## config.mk

```make
export PLATFORM = sky130hd
export DESIGN_NAME = blit_cpu_bridge_flat
export DESIGN_NICKNAME = d
export VERILOG_FILES = /design/src/rtl/blit_cpu_pkg.sv /design/src/rtl/blit_cpu_bridge_if.sv /design/src/rtl/blit_cpu_phigen.sv /design/src/rtl/blit_cpu_bridge.sv /design/src/flat_wrapper.sv
export SDC_FILE = /design/constraint.sdc
export NUM_CORES = 1
export LEC_CHECK = 0
export ABC_AREA = 1
export BUFFER_PORTS_ARGS = -buffer_cell sky130_fd_sc_hd__buf_2
export CORE_MARGIN = 5
export CORE_UTILIZATION = 35
export DETAILED_ROUTE_END_ITERATION = 8
export GPL_TIMING_DRIVEN = 0
export SLEW_MARGIN = 20
export SYNTH_ARGS = -nofsm -noshare
export SYNTH_HDL_FRONTEND = slang
export SYNTH_HIERARCHICAL = 1
export SYNTH_SLANG_ARGS = --single-unit
export TNS_END_PERCENT = 1
```

## constraint.sdc

```tcl
create_clock -name clk -period 1.5 [get_ports clk]
set_input_delay 0.3 -clock clk [delete_from_list [all_inputs] [get_ports clk]]
set_output_delay 0.3 -clock clk [all_outputs]
set_load 0.05 [all_outputs]
```

## src/rtl/blit_cpu_pkg.sv

```systemverilog
// Shared types and constants for the 68000-to-memory-bus bridge.
package blit_cpu_pkg;
  typedef enum logic [1:0] {ST_IDLE, ST_BUS, ST_IACK, ST_HOLD} state_e;

  localparam logic [2:0] FC_CPU   = 3'b111;
  localparam logic [3:0] IACK_NIB = 4'hF;

  // Phase-accumulator increment: phi rate (2*CPUHZ) as a 16-bit fraction of HZ.
  function automatic logic [15:0] cpu_div(input longint hz, input longint cpuhz);
    longint q;
    q = ((2 * cpuhz) << 16) / hz;
    return q[15:0];
  endfunction
endpackage

```

## src/rtl/blit_cpu_bridge_if.sv

```systemverilog
// Single-request memory bus between the CPU bridge (master) and the memory side (slave).
interface blit_cpu_bridge_if #(parameter int AW = 24);
  logic          cpu_req;
  logic [AW-1:0] cpu_addr;
  logic [15:0]   cpu_wdata;
  logic [1:0]    cpu_wstrb;
  logic          cpu_we;
  logic          cpu_ack;
  logic [15:0]   cpu_rdata;
  logic          cpu_err;

  modport master (output cpu_req, cpu_addr, cpu_wdata, cpu_wstrb, cpu_we,
                  input  cpu_ack, cpu_rdata, cpu_err);
  modport slave  (input  cpu_req, cpu_addr, cpu_wdata, cpu_wstrb, cpu_we,
                  output cpu_ack, cpu_rdata, cpu_err);
endinterface

```

## src/rtl/blit_cpu_phigen.sv

```systemverilog
// phi1/phi2 clock-enable generator and power-on reset sequencer for the 68000 core.
module blit_cpu_phigen
  import blit_cpu_pkg::*;
#(
  parameter int HZ           = 100_000_000,
  parameter int CPUHZ        = 8_000_000,
  parameter int RESET_CYCLES = 16
) (
  input  logic clk,
  input  logic rst_n,
  output logic enPhi1,
  output logic enPhi2,
  output logic extReset
);
  localparam logic [15:0]   CPUDIV   = cpu_div(longint'(HZ), longint'(CPUHZ));
  localparam int            CW       = (RESET_CYCLES > 0) ? $clog2(RESET_CYCLES + 1) : 1;
  localparam logic [CW-1:0] RST_LOAD = CW'(RESET_CYCLES);

  logic [15:0]   div_q, div_d;
  logic          tick_d, phase_q, phase_d, phi1_q, phi2_q, ext_q;
  logic [CW-1:0] cnt_q, cnt_d;

  assign {tick_d, div_d} = {1'b0, div_q} + {1'b0, CPUDIV};
  assign phase_d = phase_q ^ tick_d;
  assign cnt_d   = (phi1_q && cnt_q != '0) ? cnt_q - CW'(1) : cnt_q;

  always_ff @(posedge clk or negedge rst_n) begin
    if (!rst_n) begin
      div_q   <= '0;
      phase_q <= 1'b0;
      phi1_q  <= 1'b0;
      phi2_q  <= 1'b0;
      cnt_q   <= RST_LOAD;
      ext_q   <= 1'b1;
    end else begin
      div_q   <= div_d;
      phase_q <= phase_d;
      phi1_q  <= tick_d & ~phase_q;
      phi2_q  <= tick_d & phase_q;
      cnt_q   <= cnt_d;
      // Release lags the counter by one clk so the core sees a full final phi1.
      ext_q   <= (cnt_q != '0);
    end
  end

  assign enPhi1   = phi1_q;
  assign enPhi2   = phi2_q;
  assign extReset = ext_q;
endmodule

```

## src/rtl/blit_cpu_bridge.sv

```systemverilog
// fx68k strobe cycles to cpu_req/cpu_ack bridge with IACK handling and IPL encoding.
// Optional bus-timeout watchdog enabled by defining BLIT_CPU_TIMEOUT_EN.
module blit_cpu_bridge
  import blit_cpu_pkg::*;
#(
  parameter int HZ           = 100_000_000,
  parameter int CPUHZ        = 8_000_000,
  parameter int AW           = 24,
  parameter int RESET_CYCLES = 16,
  parameter int TIMEOUT      = 255
) (
  input  logic              clk,
  input  logic              rst_n,
  output logic              enPhi1,
  output logic              enPhi2,
  output logic              extReset,
  input  logic [AW-1:1]     eab,
  input  logic [15:0]       oEdb,
  input  logic              eRWn,
  input  logic              UDSn,
  input  logic              LDSn,
  input  logic [2:0]        FC,
  output logic              DTACKn,
  output logic              BERRn,
  output logic              VPAn,
  output logic [15:0]       iEdb,
  output logic [2:0]        IPLn,
  blit_cpu_bridge_if.master bus,
  input  logic [7:1]        irq,
  output logic              iack,
  output logic [2:0]        iack_level,
  input  logic [7:0]        iack_vector,
  input  logic              iack_auto
);
  blit_cpu_phigen #(.HZ(HZ), .CPUHZ(CPUHZ), .RESET_CYCLES(RESET_CYCLES)) u_phigen (
    .clk(clk), .rst_n(rst_n), .enPhi1(enPhi1), .enPhi2(enPhi2), .extReset(extReset)
  );

  state_e        state_q, state_d;
  logic          pend_q, pend_d, req_q, req_d, we_q, we_d;
  logic [AW-1:0] addr_q, addr_d;
  logic [15:0]   wdata_q, wdata_d, iedb_q, iedb_d;
  logic [1:0]    wstrb_q, wstrb_d;
  logic          dtackn_q, dtackn_d, berrn_q, berrn_d, vpan_q, vpan_d;
  logic          iack_q, iack_d;
  logic [2:0]    ilvl_q, ilvl_d, ipln_q, ipln_d;
  logic          strobe;

  assign strobe = !UDSn || !LDSn;

`ifdef BLIT_CPU_TIMEOUT_EN
  localparam logic [15:0] TO_LIM = 16'(TIMEOUT);
  logic [15:0] to_q, to_d;
`else
  logic timeout_unused;
  assign timeout_unused = ^16'(TIMEOUT);
`endif

  always_comb begin
    state_d  = state_q;
    pend_d   = pend_q;
    req_d    = 1'b0;
    iack_d   = 1'b0;
    addr_d   = addr_q;
    wdata_d  = wdata_q;
    wstrb_d  = wstrb_q;
    we_d     = we_q;
    dtackn_d = dtackn_q;
    berrn_d  = berrn_q;
    vpan_d   = vpan_q;
    iedb_d   = iedb_q;
    ilvl_d   = ilvl_q;
`ifdef BLIT_CPU_TIMEOUT_EN
    to_d     = to_q;
`endif
    ipln_d = 3'b111;
    for (int i = 1; i <= 7; i++)
      if (irq[i]) ipln_d = ~3'(i);

    // A late ack after a watchdog abort only retires the outstanding request.
    if (bus.cpu_ack && pend_q && state_q != ST_BUS) pend_d = 1'b0;

    case (state_q)
      ST_IDLE: if (!extReset && strobe && !pend_q) begin
        if (FC == FC_CPU && eab[19:16] == IACK_NIB) begin
          iack_d  = 1'b1;
          ilvl_d  = eab[3:1];
          state_d = ST_IACK;
        end else if (FC == FC_CPU) begin
          berrn_d = 1'b0;
          state_d = ST_HOLD;
        end else begin
          req_d   = 1'b1;
          addr_d  = {eab, 1'b0};
          wdata_d = oEdb;
          wstrb_d = {!UDSn, !LDSn};
          we_d    = !eRWn;
          pend_d  = 1'b1;
          state_d = ST_BUS;
`ifdef BLIT_CPU_TIMEOUT_EN
          to_d    = '0;
`endif
        end
      end
      ST_BUS: if (bus.cpu_ack) begin
        pend_d  = 1'b0;
        iedb_d  = bus.cpu_rdata;
        if (bus.cpu_err) berrn_d = 1'b0;
        else             dtackn_d = 1'b0;
        state_d = ST_HOLD;
      end
`ifdef BLIT_CPU_TIMEOUT_EN
      else if (to_q == TO_LIM) begin
        berrn_d = 1'b0;
        state_d = ST_HOLD;
      end else begin
        to_d = to_q + 16'd1;
      end
`endif
      ST_IACK: begin
        if (iack_auto) vpan_d = 1'b0;
        else begin
          dtackn_d = 1'b0;
          iedb_d   = {8'h00, iack_vector};
        end
        state_d = ST_HOLD;
      end
      ST_HOLD: if (UDSn && LDSn) begin
        dtackn_d = 1'b1;
        berrn_d  = 1'b1;
        vpan_d   = 1'b1;
        state_d  = ST_IDLE;
      end
      default: state_d = ST_IDLE;
    endcase
  end

  always_ff @(posedge clk or negedge rst_n) begin
    if (!rst_n) begin
      state_q  <= ST_IDLE;
      pend_q   <= 1'b0;
      req_q    <= 1'b0;
      addr_q   <= '0;
      wdata_q  <= '0;
      wstrb_q  <= '0;
      we_q     <= 1'b0;
      dtackn_q <= 1'b1;
      berrn_q  <= 1'b1;
      vpan_q   <= 1'b1;
      iedb_q   <= '0;
      iack_q   <= 1'b0;
      ilvl_q   <= '0;
      ipln_q   <= 3'b111;
`ifdef BLIT_CPU_TIMEOUT_EN
      to_q     <= '0;
`endif
    end else begin
      state_q  <= state_d;
      pend_q   <= pend_d;
      req_q    <= req_d;
      addr_q   <= addr_d;
      wdata_q  <= wdata_d;
      wstrb_q  <= wstrb_d;
      we_q     <= we_d;
      dtackn_q <= dtackn_d;
      berrn_q  <= berrn_d;
      vpan_q   <= vpan_d;
      iedb_q   <= iedb_d;
      iack_q   <= iack_d;
      ilvl_q   <= ilvl_d;
      ipln_q   <= ipln_d;
`ifdef BLIT_CPU_TIMEOUT_EN
      to_q     <= to_d;
`endif
    end
  end

  assign bus.cpu_req   = req_q;
  assign bus.cpu_addr  = addr_q;
  assign bus.cpu_wdata = wdata_q;
  assign bus.cpu_wstrb = wstrb_q;
  assign bus.cpu_we    = we_q;
  assign DTACKn        = dtackn_q;
  assign BERRn         = berrn_q;
  assign VPAn          = vpan_q;
  assign iEdb          = iedb_q;
  assign IPLn          = ipln_q;
  assign iack          = iack_q;
  assign iack_level    = ilvl_q;
endmodule

```

## src/flat_wrapper.sv

```systemverilog
// flat-port wrapper written by rule: the top's interface ports become plain ports
module blit_cpu_bridge_flat import blit_cpu_pkg::*;
#(
  parameter int HZ           = 100_000_000,
  parameter int CPUHZ        = 8_000_000,
  parameter int AW           = 24,
  parameter int RESET_CYCLES = 16,
  parameter int TIMEOUT      = 255
)
  (clk, rst_n, enPhi1, enPhi2, extReset, eab, oEdb, eRWn, UDSn, LDSn, FC, DTACKn, BERRn, VPAn, iEdb, IPLn, irq, iack, iack_level, iack_vector, iack_auto, bus_cpu_req, bus_cpu_addr, bus_cpu_wdata, bus_cpu_wstrb, bus_cpu_we, bus_cpu_ack, bus_cpu_rdata, bus_cpu_err);
  blit_cpu_bridge_if #(.AW(AW)) bus_i ();
  input  logic clk;
  input  logic rst_n;
  output logic enPhi1;
  output logic enPhi2;
  output logic extReset;
  input  logic [AW-1:1] eab;
  input  logic [15:0] oEdb;
  input  logic eRWn;
  input  logic UDSn;
  input  logic LDSn;
  input  logic [2:0] FC;
  output logic DTACKn;
  output logic BERRn;
  output logic VPAn;
  output logic [15:0] iEdb;
  output logic [2:0] IPLn;
  input  logic [7:1] irq;
  output logic iack;
  output logic [2:0] iack_level;
  input  logic [7:0] iack_vector;
  input  logic iack_auto;
  output wire logic [$bits(bus_i.cpu_req)-1:0] bus_cpu_req;
  output wire logic [$bits(bus_i.cpu_addr)-1:0] bus_cpu_addr;
  output wire logic [$bits(bus_i.cpu_wdata)-1:0] bus_cpu_wdata;
  output wire logic [$bits(bus_i.cpu_wstrb)-1:0] bus_cpu_wstrb;
  output wire logic [$bits(bus_i.cpu_we)-1:0] bus_cpu_we;
  input wire logic [$bits(bus_i.cpu_ack)-1:0] bus_cpu_ack;
  input wire logic [$bits(bus_i.cpu_rdata)-1:0] bus_cpu_rdata;
  input wire logic [$bits(bus_i.cpu_err)-1:0] bus_cpu_err;
  assign bus_cpu_req = bus_i.cpu_req;
  assign bus_cpu_addr = bus_i.cpu_addr;
  assign bus_cpu_wdata = bus_i.cpu_wdata;
  assign bus_cpu_wstrb = bus_i.cpu_wstrb;
  assign bus_cpu_we = bus_i.cpu_we;
  assign bus_i.cpu_ack = bus_cpu_ack;
  assign bus_i.cpu_rdata = bus_cpu_rdata;
  assign bus_i.cpu_err = bus_cpu_err;
  blit_cpu_bridge #(.HZ(HZ), .CPUHZ(CPUHZ), .AW(AW), .RESET_CYCLES(RESET_CYCLES), .TIMEOUT(TIMEOUT)) u_core (.clk(clk), .rst_n(rst_n), .enPhi1(enPhi1), .enPhi2(enPhi2), .extReset(extReset), .eab(eab), .oEdb(oEdb), .eRWn(eRWn), .UDSn(UDSn), .LDSn(LDSn), .FC(FC), .DTACKn(DTACKn), .BERRn(BERRn), .VPAn(VPAn), .iEdb(iEdb), .IPLn(IPLn), .bus(bus_i), .irq(irq), .iack(iack), .iack_level(iack_level), .iack_vector(iack_vector), .iack_auto(iack_auto));
endmodule
```

## Yosys cells after proc, flatten, opt, wreduce, memory -nomap -nowiden

Cells that the tools add are included.

- Word-level logic and storage cells: 111
- Bits of input ports: 81
- Output and inout bits: 73
- Register bits: 97

- Bitwise operators: 6
- Add/subtract/negate cells: 2
- Reduce and logical (&&, ||, !) cells: 26
- Mux-type cells: 42
- Eq/ne operators: 15

Operators with widths:

| operator | count |
|---|---|
| $mux 16 | 2 |
| $pmux 16 s2 | 1 |
| $mux 1 | 23 |
| $mux 3 | 6 |
| $add 16x14->17 const B | 1 |
| $ne 2x2->1 const B | 6 |
| $reduce_and 3->1 | 4 |
| $mux 2 | 5 |
| $ne 2x1->1 const B | 4 |
| $pmux 2 s4 | 1 |
| $logic_and 1x1->1 | 7 |
| $reduce_and 7->1 | 1 |
| $pmux 1 s3 | 2 |
| $reduce_bool 3->1 | 2 |
| $logic_not 1->1 | 5 |
| $reduce_and 5->1 | 1 |
| $reduce_bool 5->1 | 1 |
| $sub 5x1->5 const B | 1 |
| $eq 2x2->1 const B | 2 |
| $eq 4x4->1 const B | 1 |
| $pmux 1 s2 | 2 |
| $reduce_and 4->1 | 1 |
| $reduce_bool 2->1 | 2 |
| $eq 3x3->1 const B | 1 |
| 6 further kinds | 9 |

## Logic depth before layout (Yosys ltp)

Gate-level depths: netlist of run 1.

- Depth after elaboration: 7
- Depth in mapped cells: 10
- Mapped depth without buffers: 10

## Modules after synthesis

Netlist of run 1, hierarchy kept.

Modules (own cells, without submodules):

| module | area each (um2) | times used | sequential area each (um2) | cells an instance |
|---|---|---|---|---|
| blit_cpu_bridge | 3163.0 | 1 | 1809.2 | 349 |
| blit_cpu_phigen | 1300.0 | 1 | 628.1 | 152 |

## Worst setup path after synthesis of run 1

No wires, ideal clock.

- Path type: register to register
- From: register u_core.u_phigen.div_q[0]
- To: register u_core.u_phigen.phase_q
- Buffers on the path: 0
- Period minus slack after synthesis: 1.478 ns
- Cell stages (with the launch flop): 8
- Arrival: 1.365 ns
- Setup slack: 0.022 ns
- Library setup time: 0.113 ns
- Required time: 1.387 ns
- Cells stage by stage: dfrtp_1 ha_1 o21ai_2 nand2_1 nand3_1 a21oi_1 ha_1 inv_1

- Cells in the longest elaborated chain, start to end: 2

RTL lines:

| element | line | source |
|---|---|---|
| start, declared | blit_cpu_phigen.sv:19 | `logic [15:0] div_q, div_d;` |
| start signal, assigned | blit_cpu_phigen.sv:36 | `div_q <= div_d;` |
| $add 16x14->17 | blit_cpu_phigen.sv:23 | `assign {tick_d, div_d} = {1'b0, div_q} + {1'b0, CPUDIV};` |
| $xor 1x1->1 | blit_cpu_phigen.sv:24 | `assign phase_d = phase_q ^ tick_d;` |
| net u_core.u_phigen.phase_d | blit_cpu_phigen.sv:20 | `logic tick_d, phase_q, phase_d, phi1_q, phi2_q, ext_q;` |
| end signal, assigned | blit_cpu_phigen.sv:37 | `phase_q <= phase_d;` |
| end, declared | blit_cpu_phigen.sv:20 |  |

The timed path passes the listed nets, and every way through them passes these cells.
A chain may end at the register's enable or synchronous reset.

## Worst setup path in the final report of run 1

- From: register u_core.state_q[1]
- To: register u_core.iedb_q[4] (netlist: u_core/iEdb[4])

- Cells in the longest elaborated chain, start to end: 3
- Elaborated cells on any way between the ends: 7
- Classes of those cells: eq/ne (4); mux (1); reduce/logical (2)

RTL lines:

| element | line | source |
|---|---|---|
| start, declared | blit_cpu_bridge.sv:39 | `state_e state_q, state_d;` |
| start signal, assigned | blit_cpu_bridge.sv:158 | `state_q <= state_d;` |
| $eq 2x1->1 or $eq 2x2->1 (tied branches) | blit_cpu_bridge.sv:83 | `case (state_q)` |
| $ne 2x2->1 (no line) or $reduce_bool 2->1 (tied branches) | -- |  |
| $reduce_and 3->1 (no line) | -- |  |
| end signal, assigned | blit_cpu_bridge.sv:168 | `iedb_q <= iedb_d;` |
| end, declared | blit_cpu_bridge.sv:42 | `logic [15:0] wdata_q, wdata_d, iedb_q, iedb_d;` |

Several ways; a longest one is shown, not always the timed one.

==> results.py, run 1 <==
metrics = {
    "hold_path": {
        "worstHoldPathCells": 2,
        "hold_end": "u_core/IPLn[2]$_DFF_PN1_",
        "hold_class": "in -> reg",
        "hp-start": "irq[6]",
    },
    "layout": {
        "fillers": 1258,
        "final_cell_mix": "buf_2 (155), nand2_1 (148), dfrtp_1 (89), o21ai_0 (49), inv_1 (33)",
        "fin_cells": 853,
        "final_common_cell": "buf_2",
        "final_nets": 766,
        "fin_util_pct": 47.6,
        "drive_gt1_share_pct": 37.9,
        "n_antenna_cell": 0,
        "syn_to_final_growth_pct": 34.1,
    },
    "synthesis": {
        "async_reset_ff_share_pct": 100,
        "postSynthCellCount": 501,
        "syn_area_um2": 4460,
        "ys_types": 36,
        "syn_avg_cell_area_um2": 8.91,
        "yosysWarnings": 6,
        "synth_edf_count": 0,
        "synth_seq_area_share_pct": 54.6,
        "synth-seq-cells": 97,
        "syn_nets": 591,
        "ys.flop_type": "dfrtp_1",
    },
    "timing": {
        "hold_viol_final": 0,
        "period_minus_slack_ps": 1520,
        "rsz0062_at_grt": "true",
        "setup_ws_ps": -20.0,
        "fmax_mhz": 658,
        "finalClockSkew_ps": 6.08,
        "finalSetupViolCount": 8,
        "slew_viol_final": 0,
        "finalCritPeriodShare_pct": 101,
    },
    "drt": {
        "drc": 0,
        "wl_per_cell_um": 13.6,
        "routed_wl_mm": 11.6,
        "vias": 3902,
        "via_per_inst": 4.57,
        "dr.pass1.iters": 4,
        "final_antenna_net_count": 0,
        "drt-initial-drc-count": 241,
    },
    "clock_tree": {
        "htreeDepth": 3,
        "cts_root_buffer": "clkbuf_16",
        "clock_path_buffers": 2,
        "clock_sinks": 97,
        "cts_buffers": 9,
        "insertion_delay_ps": 340,
        "cts_tree": "built",
        "path_clk_slew_ps": 60,
    },
    "critical_path": {
        "crit_arrival_ps": 1750,
        "crit_path_start_kind": "flop",
        "worst-path-buf-inv": 2,
        "reg2reg_depth": 8,
        "cp.required_ps": 1730,
        "path_max_fanout": 6,
        "reg2reg_to": "u_core/iEdb[4]$_DFFE_PN0P_",
        "path_common_cell": "nand2_4",
        "regToRegSetupSlack_ps": -20,
        "path_cells": "inv_2, ha_4, nand2_4, nand2_4, a21oi_4, buf_6, nand2_1, o21a_1",
        "reg2reg_from": "u_core/state_q[1]$_DFFE_PN0P_",
        "max_stage_delay_ps": 430,
        "crit_slowest_cell": "dfrtp_1",
        "cp-end-kind": "flop",
        "critPathTopFamily": "flip-flops",
        "path_class": "reg -> reg",
    },
    "global_routing": {
        "grt_pass1_vias": 3869,
        "grt_use_total_pct": 15.4,
        "antenna_found_initial": 0,
        "overflow": 0,
        "grt_max_degree": 65,
        "grt_pass1_wl_mm": 18.2,
    },
    "status": {
        "outcome": "complete, but fails checks",
        "violations": "setup timing",
    },
    "power": {
        "ir_drop_uv": 767,
        "p_seq_share_pct": 29.4,
        "p_int_mw": 6.82,
        "leakage_nw": 3.17,
        "finalPower_mw": 13.2,
        "swShare_pct": 48.5,
        "p_switching_mw": 6.41,
        "powerDensity_nw_per_um2": 2210,
        "p_comb_share_pct": 53.4,
        "p_clk_share_pct": 17.2,
    },
    "place": {
        "dp_hpwl_mm": 8.56,
        "place_ws_ps": -185,
        "port_buffers": 152,
        "placedCellCount": 826,
        "place.gp.congestion": 0.828,
    },
    "die": {
        "die_area_um2": 15100,
        "die_w_um": 123,
        "core-area_um2": 12600,
        "initial_core_util_pct": 35.5,
        "die_h_um": 123,
        "num_rows": 41,
        "pin_count": 154,
    },
    "flow_run": {
        "drv_cap": 0,
    },
}
-- per-layer routing --
layer	global-route usage, %	up-vias	wire length (um)
met5	0	-	0
met4	4.69	0	141
met3	4.39	13	833
met2	26.4	113	5810
met1	18.7	1835	4820
li1	-	1941	-
-- power groups by stage --
stage                     Sequential [mW]  Clock, mW  Combinational [mW]
after floorplan                      6.64          0                2.12
after global placement               3.90          0                6.45
after detailed placement             3.95          0                6.51
after CTS                            3.91       2.36                6.81
after global routing                 3.99       2.47                7.61
final                                3.90       2.27                7.07
-- worst max path at each step --
| stage | start | to | slack, ps | depth (start not counted) |
|---|---|---|---|---|
| after floorplan | u_core/u_phigen/div_q[0]$_DFF_PN0_ | u_core/u_phigen/phase_q$_DFF_PN0_ | 20 | 7 |
| after global placement | rst_n | u_core/bus.cpu_addr[13]$_DFFE_PN0P_ | -890 | 1 |
| after detailed placement | u_core/state_q[1]$_DFFE_PN0P_ | u_core/bus.cpu_wdata[14]$_DFFE_PN0P_ | -190 | 6 |
| after CTS | u_core/state_q[1]$_DFFE_PN0P_ | u_core/iEdb[4]$_DFFE_PN0P_ | -7 | 8 |
| after global routing | u_core/state_q[1]$_DFFE_PN0P_ | u_core/iEdb[4]$_DFFE_PN0P_ | -70 | 8 |
| final | u_core/state_q[1]$_DFFE_PN0P_ | u_core/iEdb[4]$_DFFE_PN0P_ | -20 | 8 |
-- synth_stat cells (2+ instances only) --
library cell / n / area [um2]
a21oi_1: 10 / 50.1
buf_2: 2 / 10.0
buf_4: 2 / 15.0
buf_6: 9 / 101
clkbuf_1: 6 / 22.5
dfrtp_1: 89 / 2230
dfstp_2: 8 / 210
ha_1: 9 / 113
inv_1: 37 / 139
inv_2: 3 / 11.3
nand2_1: 153 / 574
nand2_2: 11 / 68.8
nand3_1: 23 / 115
nand3_2: 3 / 30.0
nand3b_1: 2 / 15.0
nand4_1: 3 / 18.8
nor2_1: 23 / 86.3
nor2_2: 2 / 12.5
nor3_1: 3 / 15.0
nor3_2: 2 / 20.0
o21a_1: 8 / 60.1
o21ai_0: 62 / 310
or2_2: 9 / 56.3
xnor2_1: 5 / 43.8
xor2_1: 6 / 52.6
-- layout make-up --
type	count	area (um2)	share of cell area (%)
timing repair buffer	165	892	14.9
clock buffer	13	250	4.18
multi-input combinational	343	1820	30.5
sequential	97	2440	40.7
buffer	19	170	2.84
clock inverter	3	40.0	0.669
inverter	41	158	2.63
tap	172	215	3.59
-- cells by family (layout without fill, tap and decap cells) --
| kind of cell | Yosys count | in the layout | synth area share (%) |
|---|---|---|---|
| compound gates | 86 | 86 | 10.6 |
| buf+inv | 61 | 241 | 6.92 |
| fa+ha+maj | 9 | 9 | 2.52 |
| other cells | 1 | 1 | 0.0840 |
| flops | 97 | 97 | 54.6 |
| xor+xnor | 11 | 11 | 2.16 |
| simple gates | 236 | 236 | 23.1 |
-- metrics by stage --
stage | hold slack (ps) | cell area, um2 | setup TNS, ps
5_1_grt | 87.3 | 5990 | -2020
2_1_floorplan | 4.41 | 4460 | 0
6_report | 101 | 5990 | -123
3_5_place_dp | 211 | 5470 | -6260
3_3_place_gp | 436 | 5440 | -85570
4_1_cts | 84.1 | 5880 | -41.9
-- timing repair --
action                                  4_1_cts  5_1_grt
endpoints found under the setup margin       64       62
hold buffers                                  1        0
buffers inserted                              4        4
gates resized for setup                      23       42
hold endpoints to repair                     32        0
pin swaps                                     4        4
gates cloned                                  2        1
-- state kept, by name, indices dropped and copies added, names as in the netlist, 3 cells and up --
register,flops
u_core/IPLn,3
u_core/bus.cpu_addr,23
u_core/bus.cpu_wdata,16
u_core/iEdb,16
u_core/iack_level,3
u_core/u_phigen/cnt_q,5
u_core/u_phigen/div_q,16
-- worst reg2reg max path: cells and delay by family (launching register included) --
| kind | cells | cell delay, ps |
|---|---|---|
| DFF | 1 | 430 |
| buffers and inverters | 2 | 280 |
| AOI/OAI and AO/OA | 2 | 340 |
| and+or+nand+nor | 3 | 180 |
| adders and majority gates | 1 | 190 |
Note: power is estimated with default switching activity, not from simulation.
==> inputs of run 2 (changes only) <==
--- a/config.mk
+++ b/config.mk
@@ -7,8 +7,9 @@
 export LEC_CHECK = 0
 export ABC_AREA = 1
 export BUFFER_PORTS_ARGS = -buffer_cell sky130_fd_sc_hd__buf_2
-export CORE_MARGIN = 5
+export CORE_MARGIN = 3
 export CORE_UTILIZATION = 35
+export CTS_BUF_LIST = sky130_fd_sc_hd__clkbuf_16
 export DETAILED_ROUTE_END_ITERATION = 8
 export GPL_TIMING_DRIVEN = 0
 export SLEW_MARGIN = 20
==> results.py, run 2 (same netlist as run 1, synthesis figures left out) <==
metrics = {
    "status": {
        "outcome": "complete, but fails checks",
        "violations": "setup timing",
    },
    "drt": {
        "wl_per_cell_um": 13.8,
        "via_per_inst": 4.64,
        "dr.pass1.iters": 4,
        "drc": 0,
        "routed_wl_mm": 11.7,
        "drt-initial-drc-count": 171,
        "final_antenna_net_count": 0,
        "vias": 3951,
    },
    "timing": {
        "finalClockSkew_ps": 10.6,
        "fmax_mhz": 657,
        "period_minus_slack_ps": 1520,
        "rsz0062_at_grt": "true",
        "slew_viol_final": 0,
        "setup_ws_ps": -21.8,
        "finalSetupViolCount": 14,
        "finalSetupTns_ps": -133,
        "finalCritPeriodShare_pct": 101,
        "holdWs_ps": 103,
        "hold_viol_final": 0,
    },
    "critical_path": {
        "critPathTopFamily": "flip-flops",
        "crit_path_start_kind": "flop",
        "max_stage_delay_ps": 420,
        "crit_arrival_ps": 1760,
        "path_cells": "buf_6, ha_4, nand2_4, nand2_4, a21oi_4, buf_6, nand2_1, o21a_1",
        "worst-path-buf-inv": 2,
        "reg2reg_from": "u_core/state_q[1]$_DFFE_PN0P_",
        "path_class": "reg -> reg",
        "cp.required_ps": 1740,
        "path_max_fanout": 7,
        "reg2reg_to": "u_core/iEdb[4]$_DFFE_PN0P_",
        "cp-end-kind": "flop",
        "reg2reg_depth": 8,
        "crit_slowest_cell": "dfrtp_1",
        "regToRegSetupSlack_ps": -20,
    },
    "power": {
        "leakage_nw": 3.22,
        "finalPower_mw": 13.7,
        "ir_drop_uv": 839,
        "powerDensity_nw_per_um2": 2250,
    },
    "clock_tree": {
        "insertion_delay_ps": 350,
        "htreeDepth": 3,
        "clock_sinks": 97,
        "path_clk_slew_ps": 70,
        "cts_buffers": 9,
        "cts_root_buffer": "clkbuf_16",
        "clock_path_buffers": 2,
        "cts_tree": "built",
    },
    "layout": {
        "regArea_um2": 2440,
        "final_nets": 768,
        "n_antenna_cell": 0,
        "fillers": 1147,
        "syn_to_final_growth_pct": 36.5,
        "multi_input_area_um2": 1850,
        "drive_gt1_share_pct": 38.9,
        "final_common_cell": "buf_2",
        "final_cell_mix": "buf_2 (152), nand2_1 (147), dfrtp_1 (89), o21ai_0 (46), inv_1 (34)",
        "fin_cells": 851,
        "largest_reg_flops": 23,
    },
    "place": {
        "dp_hpwl_mm": 8.53,
        "place_ws_ps": -183,
        "port_buffers": 152,
        "place.gp.congestion": 0.853,
        "placedCellCount": 822,
    },
    "die": {
        "num_rows": 40,
        "core-area_um2": 12300,
        "die_h_um": 119,
        "initial_core_util_pct": 36.4,
        "die_area_um2": 14100,
        "pin_count": 154,
        "die_w_um": 119,
    },
    "hold_path": {
        "hp-start": "irq[7]",
        "hold_class": "in -> reg",
        "hold_end": "u_core/IPLn[0]$_DFF_PN1_",
        "worstHoldPathCells": 2,
    },
    "global_routing": {
        "grt_pass1_wl_mm": 19.2,
        "antenna_found_initial": 0,
        "grt_pass1_vias": 3944,
        "grt_use_total_pct": 16.8,
        "overflow": 0,
        "grt_max_degree": 60,
    },
    "flow_run": {
        "drv_cap": 0,
    },
}
[run 2: metrics by stage]
step	instance area (um2)	utilization, %
floorplan	4460	-
global placement	5430	44.3
detailed placement	5470	44.6
CTS	5970	48.7
global route	6090	49.7
finish	6090	49.7
[run 2: how the worst max path moves through the flow]
stage,start,to,slack (ps),cells after the start
3_3_place_gp,rst_n,u_core/bus.cpu_addr[12]$_DFFE_PN0P_,-880,1
4_1_cts,u_core/state_q[1]$_DFFE_PN0P_,u_core/iEdb[5]$_DFFE_PN0P_,-20,8
6_report,u_core/state_q[1]$_DFFE_PN0P_,u_core/iEdb[4]$_DFFE_PN0P_,-20,8
5_1_grt,u_core/state_q[1]$_DFFE_PN0P_,u_core/iEdb[0]$_DFFE_PN0P_,-90,8
2_1_floorplan,u_core/u_phigen/div_q[0]$_DFF_PN0_,u_core/u_phigen/phase_q$_DFF_PN0_,20,7
3_5_place_dp,u_core/state_q[1]$_DFFE_PN0P_,u_core/bus.cpu_wstrb[0]$_DFFE_PN0P_,-180,7
[run 2: layer usage]
layer | part of all wire [%] | vias up | global-route usage, % | wire, um
li1 | - | 1954 | - | -
met1 | 46 | 1864 | 21.6 | 5370
met2 | 47 | 117 | 27.8 | 5520
met3 | 5.3 | 16 | 3.61 | 615
met4 | 1.8 | 0 | 6.73 | 206
met5 | 0 | - | 0 | 0
[run 2: cell type report]
cell class,instances,area share [%]
clock buffers,9,3.70
well taps,168,3.45
inverters,41,2.59
clock inverters,7,1.81
multi-input cells,343,30.4
flip-flops and latches,97,40.0
plain buffers,19,2.86
repair buffers,167,15.2
[run 2: repair_timing]
action                                 CTS  global route
hold buffers                             1             0
pin swaps                                3             5
resized for setup                       28            46
endpoints found under the hold margin   36             0
setup buffers                            6             4
setup endpoints to repair               65            62
gates cloned                             2             1
[run 2: power breakdown]
group          switching (mW)  leakage (nW)  internal [mW]
clock                   0.991         0.166           1.62
combinational            5.13          1.89           2.07
sequential              0.408          1.16           3.48
total                    6.53          3.22           7.17
